File: src/rtl/conv_pkg.sv
// Shared state encoding, widths and the result saturation helper for the 3x3 convolver.
package conv_pkg;

    typedef logic [1:0] state_t;

    localparam state_t IDLE  = 2'd0;
    localparam state_t MAC   = 2'd1;
    localparam state_t WRITE = 2'd2;
    localparam state_t DONE  = 2'd3;

    localparam int KTAPS = 9;
    localparam int ACC_W = 21;
    localparam int RES_W = 16;

    localparam logic signed [ACC_W-1:0] SAT_MAX = ACC_W'(32767);
    localparam logic signed [ACC_W-1:0] SAT_MIN = ACC_W'(-32768);

    function automatic logic signed [RES_W-1:0] sat16(input logic signed [ACC_W-1:0] acc);
        if (acc > SAT_MAX) begin
            return 16'sh7FFF;
        end else if (acc < SAT_MIN) begin
            return 16'sh8000;
        end else begin
            return acc[RES_W-1:0];
        end
    endfunction

endpackage

File: src/rtl/conv_addr_gen.sv
// Row/column/tap counters for the 3x3 window walk and the pixel address they imply.
module conv_addr_gen
    import conv_pkg::*;
#(
    parameter int IMG_W  = 28,
    parameter int ADDR_W = 10
) (
    input  logic              clk,
    input  logic              n_rst,
    input  logic              clear,
    input  logic              step_tap,
    input  logic              step_pix,
    output logic [ADDR_W-1:0] pix_addr,
    output logic [3:0]        tap,
    output logic              last_tap,
    output logic              last_pixel
);

    localparam int OUT_W = IMG_W - 2;
    localparam int CW    = $clog2(IMG_W);

    logic [CW-1:0]     row;
    logic [CW-1:0]     col;
    logic [1:0]        ky;
    logic [1:0]        kx;
    logic [ADDR_W-1:0] addr_cur;
    logic [ADDR_W-1:0] addr_q;
    int                addr_int;

    always_comb begin
        addr_int = (int'(row) + int'(ky)) * IMG_W + int'(col) + int'(kx);
        addr_cur = ADDR_W'(addr_int);
    end

    assign last_tap   = (tap == 4'(KTAPS - 1));
    assign last_pixel = (row == CW'(OUT_W - 1)) && (col == CW'(OUT_W - 1));

    // Outside the MAC phase the address bus parks on the last tap address issued.
    assign pix_addr = step_tap ? addr_cur : addr_q;

    always_ff @(posedge clk or negedge n_rst) begin
        if (!n_rst) begin
            row    <= '0;
            col    <= '0;
            tap    <= '0;
            ky     <= '0;
            kx     <= '0;
            addr_q <= '0;
        end else if (clear) begin
            row <= '0;
            col <= '0;
            tap <= '0;
            ky  <= '0;
            kx  <= '0;
        end else begin
            if (step_tap) begin
                addr_q <= addr_cur;
                if (last_tap) begin
                    tap <= '0;
                    ky  <= '0;
                    kx  <= '0;
                end else begin
                    tap <= tap + 4'd1;
                    if (kx == 2'd2) begin
                        kx <= '0;
                        ky <= ky + 2'd1;
                    end else begin
                        kx <= kx + 2'd1;
                    end
                end
            end
            if (step_pix) begin
                if (col == CW'(OUT_W - 1)) begin
                    col <= '0;
                    row <= row + CW'(1);
                end else begin
                    col <= col + CW'(1);
                end
            end
        end
    end

endmodule

File: src/rtl/conv_engine.sv
// 3x3 convolution engine: nine MAC cycles per output, then a saturated write into the result FIFO.
//  state | meaning
//  IDLE  | waiting for start; kernel latched when it arrives
//  MAC   | one tap per cycle accumulated into acc
//  WRITE | presenting sat16(acc) until the FIFO has room
//  DONE  | one-cycle completion pulse
module conv_engine
    import conv_pkg::*;
#(
    parameter int IMG_W  = 28,
    parameter int ADDR_W = 10
) (
    input  logic              clk,
    input  logic              n_rst,
    input  logic              start,
    input  logic [71:0]       kernel,
    output logic [ADDR_W-1:0] pix_addr,
    input  logic [7:0]        pix_data,
    input  logic              res_full,
    output logic              res_wenable,
    output logic [15:0]       result_out,
    output logic              busy,
    output logic              done
);

    state_t                    state;
    logic [71:0]               kern_q;
    logic signed [ACC_W-1:0]   acc;
    logic [3:0]                tap;
    logic                      last_tap;
    logic                      last_pixel;
    logic signed [7:0]         k_tap;
    logic signed [16:0]        prod;
    logic signed [ACC_W-1:0]   prod_ext;
    logic                      accept;
    logic                      in_mac;
    logic                      wr;

    assign accept = (state == IDLE) && start;
    assign in_mac = (state == MAC);
    assign wr     = (state == WRITE) && !res_full;

    conv_addr_gen #(
        .IMG_W  (IMG_W),
        .ADDR_W (ADDR_W)
    ) u_addr (
        .clk        (clk),
        .n_rst      (n_rst),
        .clear      (accept),
        .step_tap   (in_mac),
        .step_pix   (wr),
        .pix_addr   (pix_addr),
        .tap        (tap),
        .last_tap   (last_tap),
        .last_pixel (last_pixel)
    );

    // Pixel is unsigned, so it gets a zero sign bit before the signed multiply.
    assign k_tap    = kern_q[{tap, 3'b000} +: 8];
    assign prod     = $signed({1'b0, pix_data}) * k_tap;
    assign prod_ext = {{(ACC_W - 17){prod[16]}}, prod};

    always_ff @(posedge clk or negedge n_rst) begin
        if (!n_rst) begin
            state  <= IDLE;
            kern_q <= '0;
            acc    <= '0;
        end else begin
            case (state)
                IDLE: begin
                    if (start) begin
                        kern_q <= kernel;
                        acc    <= '0;
                        state  <= MAC;
                    end
                end
                MAC: begin
                    acc <= acc + prod_ext;
                    if (last_tap) state <= WRITE;
                end
                WRITE: begin
                    if (!res_full) begin
                        acc   <= '0;
                        state <= last_pixel ? DONE : MAC;
                    end
                end
                DONE:    state <= IDLE;
                default: state <= IDLE;
            endcase
        end
    end

    assign res_wenable = wr;
    assign result_out  = (state == WRITE) ? sat16(acc) : '0;
    assign busy        = (state != IDLE);
    assign done        = (state == DONE);

endmodule

File: config.mk
export PLATFORM = sky130hd
export DESIGN_NAME = conv_engine
export DESIGN_NICKNAME = d
export VERILOG_FILES = /design/src/rtl/conv_pkg.sv /design/src/rtl/conv_addr_gen.sv /design/src/rtl/conv_engine.sv
export SDC_FILE = /design/constraint.sdc
export NUM_CORES = 1
export LEC_CHECK = 0
export ABC_AREA = 0
export CAP_MARGIN = 20
export CORE_ASPECT_RATIO = 1.2
export CORE_MARGIN = 1
export CORE_UTILIZATION = 57
export DETAILED_ROUTE_END_ITERATION = 10
export PLACE_DENSITY = 0.93
export RECOVER_POWER = 25
export SETUP_SLACK_MARGIN = 0.2
export SLEW_MARGIN = 20
export SYNTH_ARGS = -nofsm -noshare
export SYNTH_HDL_FRONTEND = slang
export SYNTH_SLANG_ARGS = --single-unit
export TNS_END_PERCENT = 50
File: constraint.sdc
create_clock -name clk -period 6.3 [get_ports clk]
set_input_delay 1.26 -clock clk [delete_from_list [all_inputs] [get_ports clk]]
set_output_delay 1.26 -clock clk [all_outputs]
set_load 0.03 [all_outputs]
; ---- Word level (Yosys, flattened, before mapping)
; Cells that the tools add are included.
[word_totals]
reg_bits = 123
word_cells = 78
[classes]
n_addsub = 9
mul = 2
order_cmp = 2
eq_ne = 10
n_shift = 1
muxes = 29
n_reduce_logical = 16
[ops]
columns = op, n
row1 = 72-bit by 8-bit indexed part select with 8-bit output, 1
row2 = 21-bit case mux with 3 select lines, 1
row3 = 16-bit two-way mux, 3
row4 = 21-bit two-way mux, 2
row5 = "32-bit by 4-bit multiplier with 8-bit output, second input constant", 1
row6 = 5-bit two-way mux, 6
row7 = 2-bit two-way mux, 12
row8 = 21-bit by 17-bit adder with 21-bit output, 1
row9 = "21-bit by 16-bit > comparator with 1-bit output, second input constant", 1
row10 = "21-bit by 16-bit < comparator with 1-bit output, second input constant", 1
row11 = 9-bit by 8-bit multiplier with 17-bit output, 1
row12 = 4-bit two-way mux, 3
row13 = 10-bit by 3-bit adder with 10-bit output, 1
row14 = 10-bit by 6-bit adder with 10-bit output, 1
row15 = "5-bit by 1-bit adder with 5-bit output, second input constant", 2
row16 = "5-bit == test, second input constant", 2
row17 = 10-bit two-way mux, 1
row18 = 2-bit case mux with 4 select lines, 1
row19 = 2-bit nonzero test, 4
row20 = 5-bit by 2-bit adder with 6-bit output, 1
row21 = "2-bit == test, second input constant", 3
row22 = "2-bit inequality test, second input constant", 3
row23 = 2-bit AND reduction, 3
row24 = 3-bit AND reduction, 2
row25 = 8 further kinds, 12

; ---- Logic depth before layout (Yosys ltp)
[logic_depth]
word_depth = 5
mapped_depth = 23

; ---- Hierarchy
; From an unflattened synthesis, not the netlist that was laid out.
[hier_totals]
cells_unflattened = 875
area_unflattened_um2 = 9332.7
[modules_own_cells]
columns = mod, instances, cells_per_inst, area_per_inst_um2, seq_area_each_um2
row1 = conv_engine, 1, 640, 7158.1, 2377.3
row2 = conv_addr_gen, 1, 235, 2174.6, 700.7

; ---- Worst setup path before layout
; Ideal clock, no wire load.
[synth_timing]
kind = register -> register
from = reg u_addr.tap[0]
to = reg acc[18]
setup_time_ns = 0.087
t_arrival_ns = 5.654
required_ns = 6.213
setup_slack_ns = 0.560
path_stages_with_launch = 21
path_buffers = 2
path_cell_list = dfrtp_1 > buf_4 > buf_4 > mux4_2 > mux2i_1 > o21ai_0 > and2_1 > fa_1 > inv_1 > fa_1 > inv_1 > fa_1 > fa_1 > fa_1 > ha_1 > o21ai_0 > a21oi_1 > o21ai_0 > o21bai_1 > o22a_1 > o211ai_1
[synth_between]
elab_chain_cells = 4
[synth_rtl]
columns = element, line
row1 = start: declaration, conv_addr_gen.sv:14  ; output logic [3:0] tap,
row2 = start signal: assignment, conv_addr_gen.sv:63  ; tap <= tap + 4'd1;
row3 = 72-bit by 8-bit indexed part select with 8-bit output, conv_engine.sv:59  ; assign k_tap = kern_q[{tap, 3'b000} +: 8];
row4 = 9-bit by 8-bit multiplier with 17-bit output, conv_engine.sv:60  ; assign prod = $signed({1'b0, pix_data}) * k_tap;
row5 = 21-bit by 17-bit adder with 21-bit output, conv_engine.sv:78  ; acc <= acc + prod_ext;
row6 = 21-bit case mux with 3 select lines, conv_engine.sv:69  ; case (state)
row7 = end signal: assignment, conv_engine.sv:78
row8 = end: declaration, conv_engine.sv:28  ; logic signed [ACC_W-1:0] acc;
; No other way between the ends.
; A chain may end at the register's enable or synchronous reset.

; ---- Final worst setup path
[layout_timing]
from = reg u_addr.tap[1]
to = reg acc[19]
; Same word-level chain as after synthesis.

==> impl_results.md <==
- Worst Path Required: around 6.6 ns
- Die Y: around 140 um
- Post-synth top area cell: dfrtp_1
- Placed Instance Area: roughly 11,000 um2
- Fill cells: 990
- Outcome: complete, but fails checks
- Slew Viols, Final: 61
- Largest net degree at the start of global routing: 65
- Clk_skew: about 0.013 ns
- Met1 Use GR: between 30% and 40%
- Synth cell types: 55
- Clk root buf: clkbuf_16
- Crit path kind: flop to flop
- Worst-margin pin slew: 3.442 ns
- Port buffer count: ~110
- Non-filler cells, final: 1,233
- Post-synth top flop: dfrtp_1
- Critical Path Sink Type: flop
- Worst EP arrival: 6.35 ns
- Syn Area/Cell: between 10 and 15 um2
- Most used cell, CP: fa_1
- Post-synth top area share: between 30% and 40%
- CTS buffer count: 17
- Most frequent cell after synthesis: dfrtp_1
- Rows: 50
- Worst-case clock buffer depth: 2
- Crit path largest cell delay: between 0.6 and 0.7 ns
- H-tree levels: 4
- Initial core utilization: just under 60%
- GRT Total Usage: 29.40%
- Worst-Skew Late Latency: about 0.44 ns
- Area grow syn2layout: 22.83%
- Commonest cells in the netlist: dfrtp_1 (123), inv_1 (94), ha_1 (89)
- Max Fclk: roughly 0.17 GHz
- Worst slack, placed: between 0.02 and 0.03 ns
- Netlist Area Pre-Place: ~9300 um2
- M3 GR Usage: under 10%
- FF+latch count, synth: approximately 120
- Hold Violations, Final: 0
- Via density: between 6 and 7
- First-pass GRT wire length: ~38 mm
- Core area: between 15,000 and 20,000 um2
- Drt first pass iters: 5
- Failing checks: capacitance limit, slew limit
- CTS tree: built
- Detail Route Antenna Nets: 0
- Setup tns final: 0 ns
- Relative slew slack: -129.5%
- Hpwl dp: roughly 17 mm
- Asr flop ratio synth: between 90% and 100%
- Worst setup SP type: flop
- Min Tclk post-route: about 6.1 ns
- Met2 GRT Util: 52.54%
- Setup ws final: approximately 0.25 ns
- Number of global-route vias before repair: just under 8,000
- Reg2Reg Depth: 17
- WHS Path Cells: 2
- Share of cells above drive strength 1: between 15 and 20%
- Critical path peak fanout: 8
- 1st-iter DRT viols: between 600 and 700
- TritonCTS Sinks: roughly 120
- Gr ovfl total: 0
- Syn_nets: between 1,000 and 1,500
- Wire length per cell: 20.36 um
- Ranking of synthesized cells by area: dfrtp_1 (33%), fa_1 (12%), ha_1 (12%)
- Final net count: around 1,200
- # IOs: 113
- Placed insts: between 1,000 and 1,500
- DIE WIDTH: 118.8 um
- Number of enable flip-flop cells after synthesis: 0
- Vias post-DR: approximately 7,500
- Critical-path cell list: mux4_1 -> mux2i_4 -> a2bb2oi_4 -> buf_4 -> nor2_1 -> fa_1 -> fa_1 -> fa_1 -> fa_1 -> ha_1 -> ha_1 -> a21oi_1 -> o21ai_0 -> a31oi_1 -> nand4b_1 -> mux2i_1 -> nand3_1
- Max-cap violations: 1
- Clock transition at path regs: 0.06 ns
- Gr busiest metal: met2
- RSZ-0062 raised after global routing: true
- Syn. warnings: 0
- Fin area: around 11,000 um2
- CP Depth: 17
- Family with the most delay on the worst path: adder cells
- Syn Inst Count: a little under 900
- Final WL: ~25 mm
- RePlAce Congestion: between 0.9 and 1
- Final setup violation count: 0
- Initial antenna violation count: 1
- Worst hold path class: flop to flop
- Hold_buf cts: 0
- Final Cycle Share: between 90% and 100%
- Critical-path top delay cell: mux4_1
- DRC violations left: 0
- Die ar.: around 17,000 um2
- CP bufs+invs: 1
- Seq/Total Area, Yosys: about 33%
[flip-flops by register name, summed over array words and instances, names as in the netlist]
signal	flops
acc	21
state	2
u_addr.col	5
u_addr.kx	2
kern_q	72
u_addr.addr_q	10
u_addr.row	5
u_addr.tap	4
u_addr.ky	2
[metal layers]
metal	vias to the layer above	wire length, um
met2	405	12990
met1	3714	9039
met4	0	1570
met5	-	0
li1	3269	-
met3	138	1506
[worst paths after layout]
path                               endpoint  slack, ns              from
hold / removal             u_addr.addr_q[7]       0.47  u_addr.addr_q[7]
min in group asynchronous        kern_q[53]       2.00             n_rst
setup / recovery                    acc[19]       0.25     u_addr.tap[1]
max in group asynchronous     u_addr.tap[3]       2.01             n_rst
hold reg to reg            u_addr.addr_q[7]       0.47  u_addr.addr_q[7]
setup reg to reg                    acc[19]       0.25     u_addr.tap[1]
[worst min-delay path: cells and delay by family, from the launching register on]
kind / cells / cell delay, ns
DFF: 1 / 0.32
AOI/OAI and AO/OA: 1 / 0.06
and+or+nand+nor: 1 / 0.05
[layout make-up]
| cell class | instances | area, um2 | area share, % |
|---|---|---|---|
| inverters | 95 | 356.6 | 3.112 |
| repair buffers | 137 | 1320 | 11.52 |
| diodes | 1 | 2.502 | 0.02184 |
| flip-flops and latches | 123 | 3080 | 26.88 |
| clock inverters | 15 | 172.7 | 1.507 |
| clock buffers | 17 | 425.4 | 3.713 |
| well taps | 208 | 260.3 | 2.271 |
| multi-input cells | 637 | 5841 | 50.97 |
[cells in the final DEF (no fill, tap or decap), types with 14 or more instances in the layout]
master / count
ha_1: 89
nand2_1: 81
xor2_1: 14
buf_4: 22
inv_1: 94
a21oi_1: 18
nor2_1: 58
clkdlybuf4s50_1: 108
o21ai_0: 48
fa_1: 58
and2_1: 40
xnor2_1: 16
mux2_2: 74
clkbuf_16: 17
dfrtp_1: 121
[cells by family (layout without fill, tap and decap cells)]
logic type / count (synthesis) / in the layout / share of synthesized area [%]
and+or+nand+nor: 230 / 230 / 11.64
muxes: 100 / 100 / 14.20
adders and majority gates: 147 / 147 / 24.38
other: 0 / 1 / 0
AOI/OAI and AO/OA: 130 / 130 / 8.798
DFF: 123 / 123 / 32.99
buffers and inverters: 122 / 264 / 5.163
xor gates and xnor gates: 30 / 30 / 2.817
[metrics by stage]
step	hold WS, ns	util [%]
3_3_place_gp	0.4499	67.86
4_1_cts	0.4776	71.75
2_1_floorplan	0.4387	-
5_1_grt	0.5005	72.40
3_5_place_dp	0.4642	67.91
6_report	0.4703	72.40
[what timing repair did]
action | 4_1_cts | 5_1_grt
pin swaps | 0 | 2
buffers inserted | 0 | 6
setup endpoints to repair | 10 | 13
gates resized for setup | 10 | 22
Power is left out: the tool's default activity adds up to more than one toggle a clock period on the data nets, which glitch-free logic cannot reach.
